$ cat src/rtl/stream_arb_pkg.sv
// Shared types and helpers for the packet-level stream arbiter.
// Build option: STREAM_ARB_PRIO_EN gives source 0 strict priority.
package stream_arb_pkg;

  typedef enum logic [1:0] {
    IDLE = 2'd0,
    BUSY = 2'd1,
    GAP  = 2'd2
  } arb_state_t;

  localparam int PKT_CNT_W = 16;

  function automatic int grant_width(input int n);
    return (n < 2) ? 1 : $clog2(n);
  endfunction

endpackage

$ cat src/rtl/stream_arbiter_rr_picker.sv
// Combinational round-robin picker starting after the last grantee.
// STREAM_ARB_PRIO_EN: source 0 wins outright, rotation covers 1..N-1.
module rr_picker
  import stream_arb_pkg::*;
#(
  parameter  int N_SRC   = 2,
  localparam int GRANT_W = grant_width(N_SRC)
) (
  input  logic [N_SRC-1:0]   i_req,
  input  logic [GRANT_W-1:0] i_last,
  output logic               o_any,
  output logic [GRANT_W-1:0] o_grant
);

  always_comb begin
    logic [GRANT_W-1:0] w_idx;
    logic               w_found;
    o_any   = |i_req;
    o_grant = '0;
    w_idx   = '0;
    w_found = 1'b0;
    for (int k = 1; k <= N_SRC; k++) begin
      w_idx = GRANT_W'((int'(i_last) + k) % N_SRC);
`ifdef STREAM_ARB_PRIO_EN
      if (!w_found && (w_idx != '0) && i_req[w_idx]) begin
`else
      if (!w_found && i_req[w_idx]) begin
`endif
        o_grant = w_idx;
        w_found = 1'b1;
      end
    end
`ifdef STREAM_ARB_PRIO_EN
    if (i_req[0]) o_grant = '0;
`endif
  end

endmodule

$ cat src/rtl/stream_arbiter.sv
// Packet-atomic round-robin arbiter for byte streams with idle gap.
// Build option: STREAM_ARB_PRIO_EN (strict priority for source 0).
module stream_arbiter
  import stream_arb_pkg::*;
#(
  parameter  int N_SRC      = 2,
  parameter  int GAP_CYCLES = 12,
  localparam int GRANT_W    = grant_width(N_SRC)
) (
  input  logic                 clk,
  input  logic                 reset,
  input  logic [N_SRC-1:0]     s_tvalid,
  input  logic [N_SRC-1:0]     s_tlast,
  input  logic [8*N_SRC-1:0]   s_tdata,
  output logic [N_SRC-1:0]     s_tready,
  output logic                 m_tvalid,
  output logic                 m_tlast,
  output logic [7:0]           m_tdata,
  input  logic                 m_tready,
  output logic [GRANT_W-1:0]   grant_id,
  output logic                 busy,
  output logic [PKT_CNT_W-1:0] pkt_count
);

  localparam int GAP_W =
    (GAP_CYCLES < 2) ? 1 : $clog2(GAP_CYCLES + 1);
  localparam logic [GRANT_W-1:0] LAST_RST =
    GRANT_W'(N_SRC - 1);

  arb_state_t           r_state;
  logic [GRANT_W-1:0]   r_last_grant;
  logic [GRANT_W-1:0]   r_grant_id;
  logic [PKT_CNT_W-1:0] r_pkt_count;
  logic [GAP_W-1:0]     r_gap_cnt;

  logic                 w_any;
  logic [GRANT_W-1:0]   w_pick;
  logic                 w_eop;

  rr_picker #(
    .N_SRC (N_SRC)
  ) u_picker (
    .i_req   (s_tvalid),
    .i_last  (r_last_grant),
    .o_any   (w_any),
    .o_grant (w_pick)
  );

  // Ready depends only on state, grant and m_tready: sources may
  // build tlast from tready without forming a loop.
  always_comb begin
    s_tready = '0;
    m_tvalid = 1'b0;
    m_tlast  = 1'b0;
    m_tdata  = 8'h00;
    if (r_state == BUSY) begin
      s_tready[r_grant_id] = m_tready;
      m_tvalid = s_tvalid[r_grant_id];
      m_tlast  = s_tlast[r_grant_id] & s_tvalid[r_grant_id];
      m_tdata  = s_tdata[int'(r_grant_id)*8 +: 8];
    end
  end

  assign w_eop = (r_state == BUSY) & m_tvalid & m_tready & m_tlast;

  always_ff @(posedge clk or posedge reset) begin
    if (reset) begin
      r_state      <= IDLE;
      r_last_grant <= LAST_RST;
      r_grant_id   <= LAST_RST;
      r_pkt_count  <= '0;
      r_gap_cnt    <= '0;
    end else begin
      unique case (r_state)
        IDLE: begin
          if (w_any) begin
            r_grant_id <= w_pick;
`ifdef STREAM_ARB_PRIO_EN
            if (w_pick != '0) r_last_grant <= w_pick;
`else
            r_last_grant <= w_pick;
`endif
            r_state <= BUSY;
          end
        end
        BUSY: begin
          if (w_eop) begin
            r_pkt_count <= r_pkt_count + 1'b1;
            if (GAP_CYCLES == 0) begin
              r_state <= IDLE;
            end else begin
              r_gap_cnt <= GAP_W'(GAP_CYCLES);
              r_state   <= GAP;
            end
          end
        end
        GAP: begin
          r_gap_cnt <= r_gap_cnt - 1'b1;
          if (r_gap_cnt == GAP_W'(1)) r_state <= IDLE;
        end
        default: r_state <= IDLE;
      endcase
    end
  end

  assign grant_id  = r_grant_id;
  assign busy      = (r_state != IDLE);
  assign pkt_count = r_pkt_count;

endmodule

$ cat config.mk
export PLATFORM = sky130hd
export DESIGN_NAME = stream_arbiter
export DESIGN_NICKNAME = d
export VERILOG_FILES = /design/src/rtl/stream_arb_pkg.sv /design/src/rtl/stream_arbiter_rr_picker.sv /design/src/rtl/stream_arbiter.sv
export SDC_FILE = /design/constraint.sdc
export NUM_CORES = 1
export LEC_CHECK = 0
export BUFFER_PORTS_ARGS = -buffer_cell sky130_fd_sc_hd__buf_2
export CAP_MARGIN = 20
export CORE_MARGIN = 2
export CORE_UTILIZATION = 30
export DETAILED_ROUTE_END_ITERATION = 8
export SYNTH_ARGS = -nofsm -noshare
export SYNTH_HDL_FRONTEND = slang
export SYNTH_SLANG_ARGS = --single-unit
export TNS_END_PERCENT = 30
$ cat constraint.sdc
create_clock -name clk -period 2.1 [get_ports clk]
set_input_delay 0.105 -clock clk [delete_from_list [all_inputs] [get_ports clk]]
set_output_delay 0.105 -clock clk [all_outputs]
set_load 0.05 [all_outputs]
### Word-level counts from Yosys, hierarchy flattened

Index checks and enable logic that the tools add are counted.

| word-level totals | value |
|---|---|
| register bits | 23 |
| bits of input ports | 23 |
| output and inout port bits | 30 |
| logic and storage cells | 58 |

| operators by class | value |
|---|---|
| add/subtract/negate cells | 4 |
| $lt $le $gt $ge | 4 |
| equal/unequal tests | 6 |
| shifts and indexed selects | 1 |
| muxes and demuxes | 23 |
| bitwise operators | 5 |
| reductions and logical operators | 11 |

Operator list:

| cell | count |
|---|---|
| 16-bit by 1-bit adder with 16-bit output, second input constant | 1 |
| 16-bit by 5-bit variable part select with 8-bit output | 1 |
| 1-bit 2-to-1 mux | 14 |
| 2-bit 2-to-1 mux | 4 |
| 8-bit 2-to-1 mux | 1 |
| 4-bit case mux with 2 select lines | 1 |
| 1-bit by 2-bit < comparator with 1-bit output, second input constant | 3 |
| 2-bit case mux with 3 select lines | 1 |
| 2-bit AND reduction | 3 |
| 1-bit AND | 4 |
| 4-bit by 1-bit equality test with 1-bit output, second input constant | 1 |
| 4-bit 2-to-1 mux | 1 |
| 2-bit != test, second input constant | 2 |
| 2-bit nonzero test | 2 |
| 4-bit by 1-bit subtractor with 4-bit output, second input constant | 1 |
| 3-bit AND reduction | 1 |
| 1-bit adder, second input constant | 2 |
| 2-bit AND | 1 |
| 2-bit by 1-bit equality test with 1-bit output, second input constant | 1 |
| 2-bit equality test, second input constant | 1 |
| 1-bit logical AND | 2 |
| 2-bit zero test | 1 |
| 2-bit by 1-bit != test with 1-bit output, second input constant | 1 |
| 2-bit OR reduction | 1 |
| 3 further kinds | 3 |

### Depth between registers and ports, before layout

| depth | value |
|---|---|
| depth after elaboration | 8 |
| mapped depth | 6 |
| depth with buffers taken out | 6 |

### Modules after synthesis

From an unflattened synthesis, not the netlist that was laid out.

| unflattened totals | value |
|---|---|
| cell total of the unflattened synthesis | 126 |
| area, all modules | 1277.5 um^2 |

By module, submodules not included:

| module | times used | cells an instance | area each (um^2) | sequential area each (um^2) |
|---|---|---|---|---|
| stream_arbiter | 1 | 124 | 1263.7 | 576.8 |
| rr_picker | 1 | 2 | 13.8 | 0.0 |

### Worst setup path after synthesis

No wires, ideal clock.

| timing path | value |
|---|---|
| path kind | reg2out |
| from | register r_grant_id, in the netlist grant_id |
| to | output port m_tlast |
| arrival | 2.124 ns |
| required time | 1.995 ns |
| setup slack | -0.129 ns |
| stages on the path, launching flop included | 4 |
| buffers on the path | 1 |
| cell sequence | dfstp_2 buf_4 mux2i_2 nor3_1 |

| between the ends | value |
|---|---|
| longest elaborated chain between the ends | 4 |
| elaborated cells on any way between the ends | 6 |
| classes of those cells | mux (5); bitwise (1) |

Ends and longest elaborated chain:

| item | RTL line | text |
|---|---|---|
| from (decl) | stream_arbiter.sv:32 | `logic [GRANT_W-1:0] r_grant_id;` |
| from (signal assigned) | stream_arbiter.sv:77 | `r_grant_id <= w_pick;` |
| 1-bit 2-to-1 mux (not written as such) (2 in a row) | stream_arbiter.sv:59 | `m_tlast = s_tlast[r_grant_id] & s_tvalid[r_grant_id];` |
| 1-bit AND * | stream_arbiter.sv:59 |  |
| 1-bit 2-to-1 mux * | stream_arbiter.sv:56 | `if (r_state == BUSY) begin` |
| to (decl) | stream_arbiter.sv:17 | `output logic m_tlast,` |

Mark *: on every way between the ends. The rest lies on a longest branch, timed or not. The select of a mux whose other input is x is not followed.

### Worst setup path in the final report

| timing path | value |
|---|---|
| from | register r_grant_id, in the netlist grant_id |
| to | output port m_tvalid |

| between the ends | value |
|---|---|
| longest elaborated chain between the ends | 3 |

Ends and longest elaborated chain:

| item | RTL line | text |
|---|---|---|
| 1-bit 2-to-1 mux (not written as such) (2 in a row) | stream_arbiter.sv:58 | `m_tvalid = s_tvalid[r_grant_id];` |
| 1-bit 2-to-1 mux | stream_arbiter.sv:56 |  |
| to (decl) | stream_arbiter.sv:16 | `output logic m_tvalid,` |

Every way passes these cells. The select of a mux whose other input is x is not followed.

==> impl_metrics.py <==
metrics = {
    "grt": {
        "grt_max_degree": 24,
        "grt_pass1_wl_mm": 4.35,
        "grt_pass1_vias": 949,
        "antenna_found_initial": 0,
        "grt_use_total": 0.122,
        "grt.overflow.total": 0,
    },
    "outcome": {
        "violations": "negative hold slack",
        "status": "finished, violations left",
    },
    "worst_setup_path": {
        "cp-start-kind": "flip-flop",
        "critPathBufInv": 1,
        "crit_type": "reg2out",
        "cp.arrival_ps": 1700,
        "path_cells": "mux2i_2 > nor2_1 > buf_2",
        "endpoint_kind": "primary output",
        "slowest_delay_ps": 590,
        "cp_max_fo": 5,
        "crit_slowest_cell": "dfstp_2",
        "critPathTopFamily": "flip-flops",
        "cp.required_ps": 2000,
    },
    "drt": {
        "detail_route.vias_per_cell": 4.62,
        "ant_nets": 0,
        "drt-total-wl_mm": 2.69,
        "drt_iter0_drc": 20,
        "wl_per_cell_um": 12.0,
        "dr.pass1.iters": 4,
        "drc": 0,
        "vias": 1034,
    },
    "place": {
        "dp_hpwl_mm": 2.10,
        "place_congestion": 0.779,
        "pre_cts_ws_ps": 373,
        "io_buffers": 52,
    },
    "synthesis": {
        "synth-compound-area-share": 0.0262,
        "synth_largest_area_cell": "dfrtp_1",
        "synthesis.area_sq_um": 1240,
        "synth_fa_ha_area_frac": 0.0302,
        "ys_ff_latch": 23,
        "syn_inst": 119,
        "synthXorXnorAreaFrac": 0.113,
        "yosysWarnings": 0,
        "seq_area_frac_synth": 0.465,
        "synth_area_leaders": "dfrtp_1, xnor2_1, mux2i_1",
        "syn_avg_cell_area_sq_um": 10.4,
        "synth.distinct_cells": 30,
        "synth_nets": 145,
        "netlist.area_leader.share": 0.444,
        "yosys.area_share.simple": 0.237,
        "synth_top_family_by_area": "simple AND/OR/NAND/NOR gates",
        "synthMuxAreaShare": 0.0958,
    },
    "clocking": {
        "cts-root-buf": "clkbuf_8",
        "clkLatencyLatePin_ps": 270,
        "cts_buffers": 3,
        "cts.sinks": 23,
        "h-tree-depth": 1,
        "clockBufferDepth": 2,
        "cts_post_setup_buffers_inserted": 0,
        "cts_tree": "done",
        "ctsHoldBuffers": 0,
        "clkTransAtPathRegs_ps": 90,
        "cts_resized": 0,
    },
    "sta": {
        "tightest_slew_ps": 857,
        "setup-violations-final": 0,
        "period_share": 0.859,
        "fin_skew_ps": 6.86,
        "hold_viol": 13,
        "whs_ps": -2.75,
        "fin_ws_ps": 296,
        "finalMaxSlewViolations": 0,
        "timing.fmax_ghz": 0.554,
        "min_period_ps": 1800,
        "rsz0062_at_grt": "no",
        "slew_headroom": 0.428,
    },
    "cells_and_area": {
        "antennaDiodeCount": 0,
        "syn_to_final_growth_pct": 30.6,
        "n_fill_cell": 404,
        "layout.nets": 201,
        "final_layout_size_suffix_gt1_frac": 0.385,
        "fin_util": 0.405,
        "multi_input_area_sq_um": 631,
        "ff_latch_area_sq_um": 577,
    },
    "pwr": {
        "ir_drop_uv": 904,
        "power_density_nw_per_um2": 1410,
        "p_leak_nw": 0.835,
    },
    "die": {
        "die_area_sq_um": 4670,
        "die_h_um": 68.3,
        "initial_core_util": 0.310,
        "fp-row-count": 23,
        "dieWidth_um": 68.3,
        "io_pins": 53,
        "coreArea_sq_um": 4000,
    },
    "min_path": {
        "hold_path.class": "in2async",
    },
    "flow_run": {
        "maxCapViolCount": 0,
    },
}
## stage by stage
step | power [mW] | cell area [sq um] | hold slack (ps) | std cells | setup TNS, ps
finish | 2.29 | 1620 | -2.75 | 224 | 0
global route | 2.43 | 1620 | 38.1 | 224 | 0
CTS | 2.31 | 1620 | 22.0 | 224 | 0
detailed placement | 2.02 | 1580 | 308 | 220 | 0
global placement | 2.02 | 1580 | 302 | 220 | 0
floorplan | 1.72 | 1250 | 106 | 119 | -263
## power breakdown
part	internal [mW]	switching, mW
clock	0.133	0.152
sequential	0.540	0.102
combinational	0.370	0.993
## final timing paths
path / from / cells past startpoint / slack (ps) / to
worst min register to register: pkt_count[15] / 1 / 480 / pkt_count[15]
max in group asynchronous: reset / 2 / 1570 / r_state[0]
worst min-delay path: reset / 2 / -3 / pkt_count[7]
worst max-delay path: grant_id / 3 / 300 / m_tvalid
worst max register to register: r_state[1] / 4 / 390 / pkt_count[11]
min in group clk: s_tvalid[0] / 2 / 30 / grant_id
## cells by family (layout without fill, tap and decap cells)
family          Yosys count  in the layout
flops                    23             23
mux                      11             11
compound gates            6              6
fa+ha+maj                 3              3
xor+xnor                 16             16
simple gates             50             50
buf+inv                  10             65
## final cells by class
type,count,share of cell area
clock buffer,3,0.0255
multi-input combinational,86,0.389
clock inverter,1,0.00309
inverter,6,0.0139
timing repair buffer,55,0.174
sequential,23,0.356
tap,50,0.0386
## cell usage after synthesis
master and n:
dfrtp_1 22, mux2i_2 2, nand2_1 5, buf_1 1, nand4_1 5, and4_1 2, nand3b_1 2, nand3_1 7
buf_4 1, nor4_1 1, clkbuf_1 2, nand2b_1 2, o22ai_1 1, and3_1 3, nor2_1 14, nor4_4 2
and4b_1 1, inv_1 6, and2_1 1, mux2i_1 8, nor3b_1 1, mux2_2 1, nor3_1 4, o21ai_0 2
xor2_1 2, ha_1 3, dfstp_2 1, xnor2_1 14, a31oi_1 1, a21oi_1 2
## per-layer routing
layer	global-route usage	vias to the layer above	wire length (um)
li1	-	527	-
met1	0.166	472	1270
met2	0.203	35	1270
met3	0.0345	0	148
met4	0.00750	0	0
met5	0	-	0
## cells in the final DEF, fill, tap and decap left out, types with 2 or more instances in the layout
cell,instances
inv_1,6
and3_1,3
xor2_1,2
and4_1,2
o21ai_0,2
nand2_1,5
mux2i_2,2
nand4_1,5
buf_4,3
clkbuf_8,3
nor3_1,3
nand2b_1,2
nand3_1,7
mux2i_1,8
xnor2_1,14
ha_1,3
nand3b_1,2
dfrtp_1,22
nor2_1,13
buf_2,52
nor4_4,2
a21oi_1,2
## flip-flops by register name, indices dropped and copies added (netlist names)
| signal | flops |
|---|---|
| grant_id | 1 |
| pkt_count | 16 |
| r_state | 2 |
| r_gap_cnt | 4 |
(Power assumes the default switching activity.)
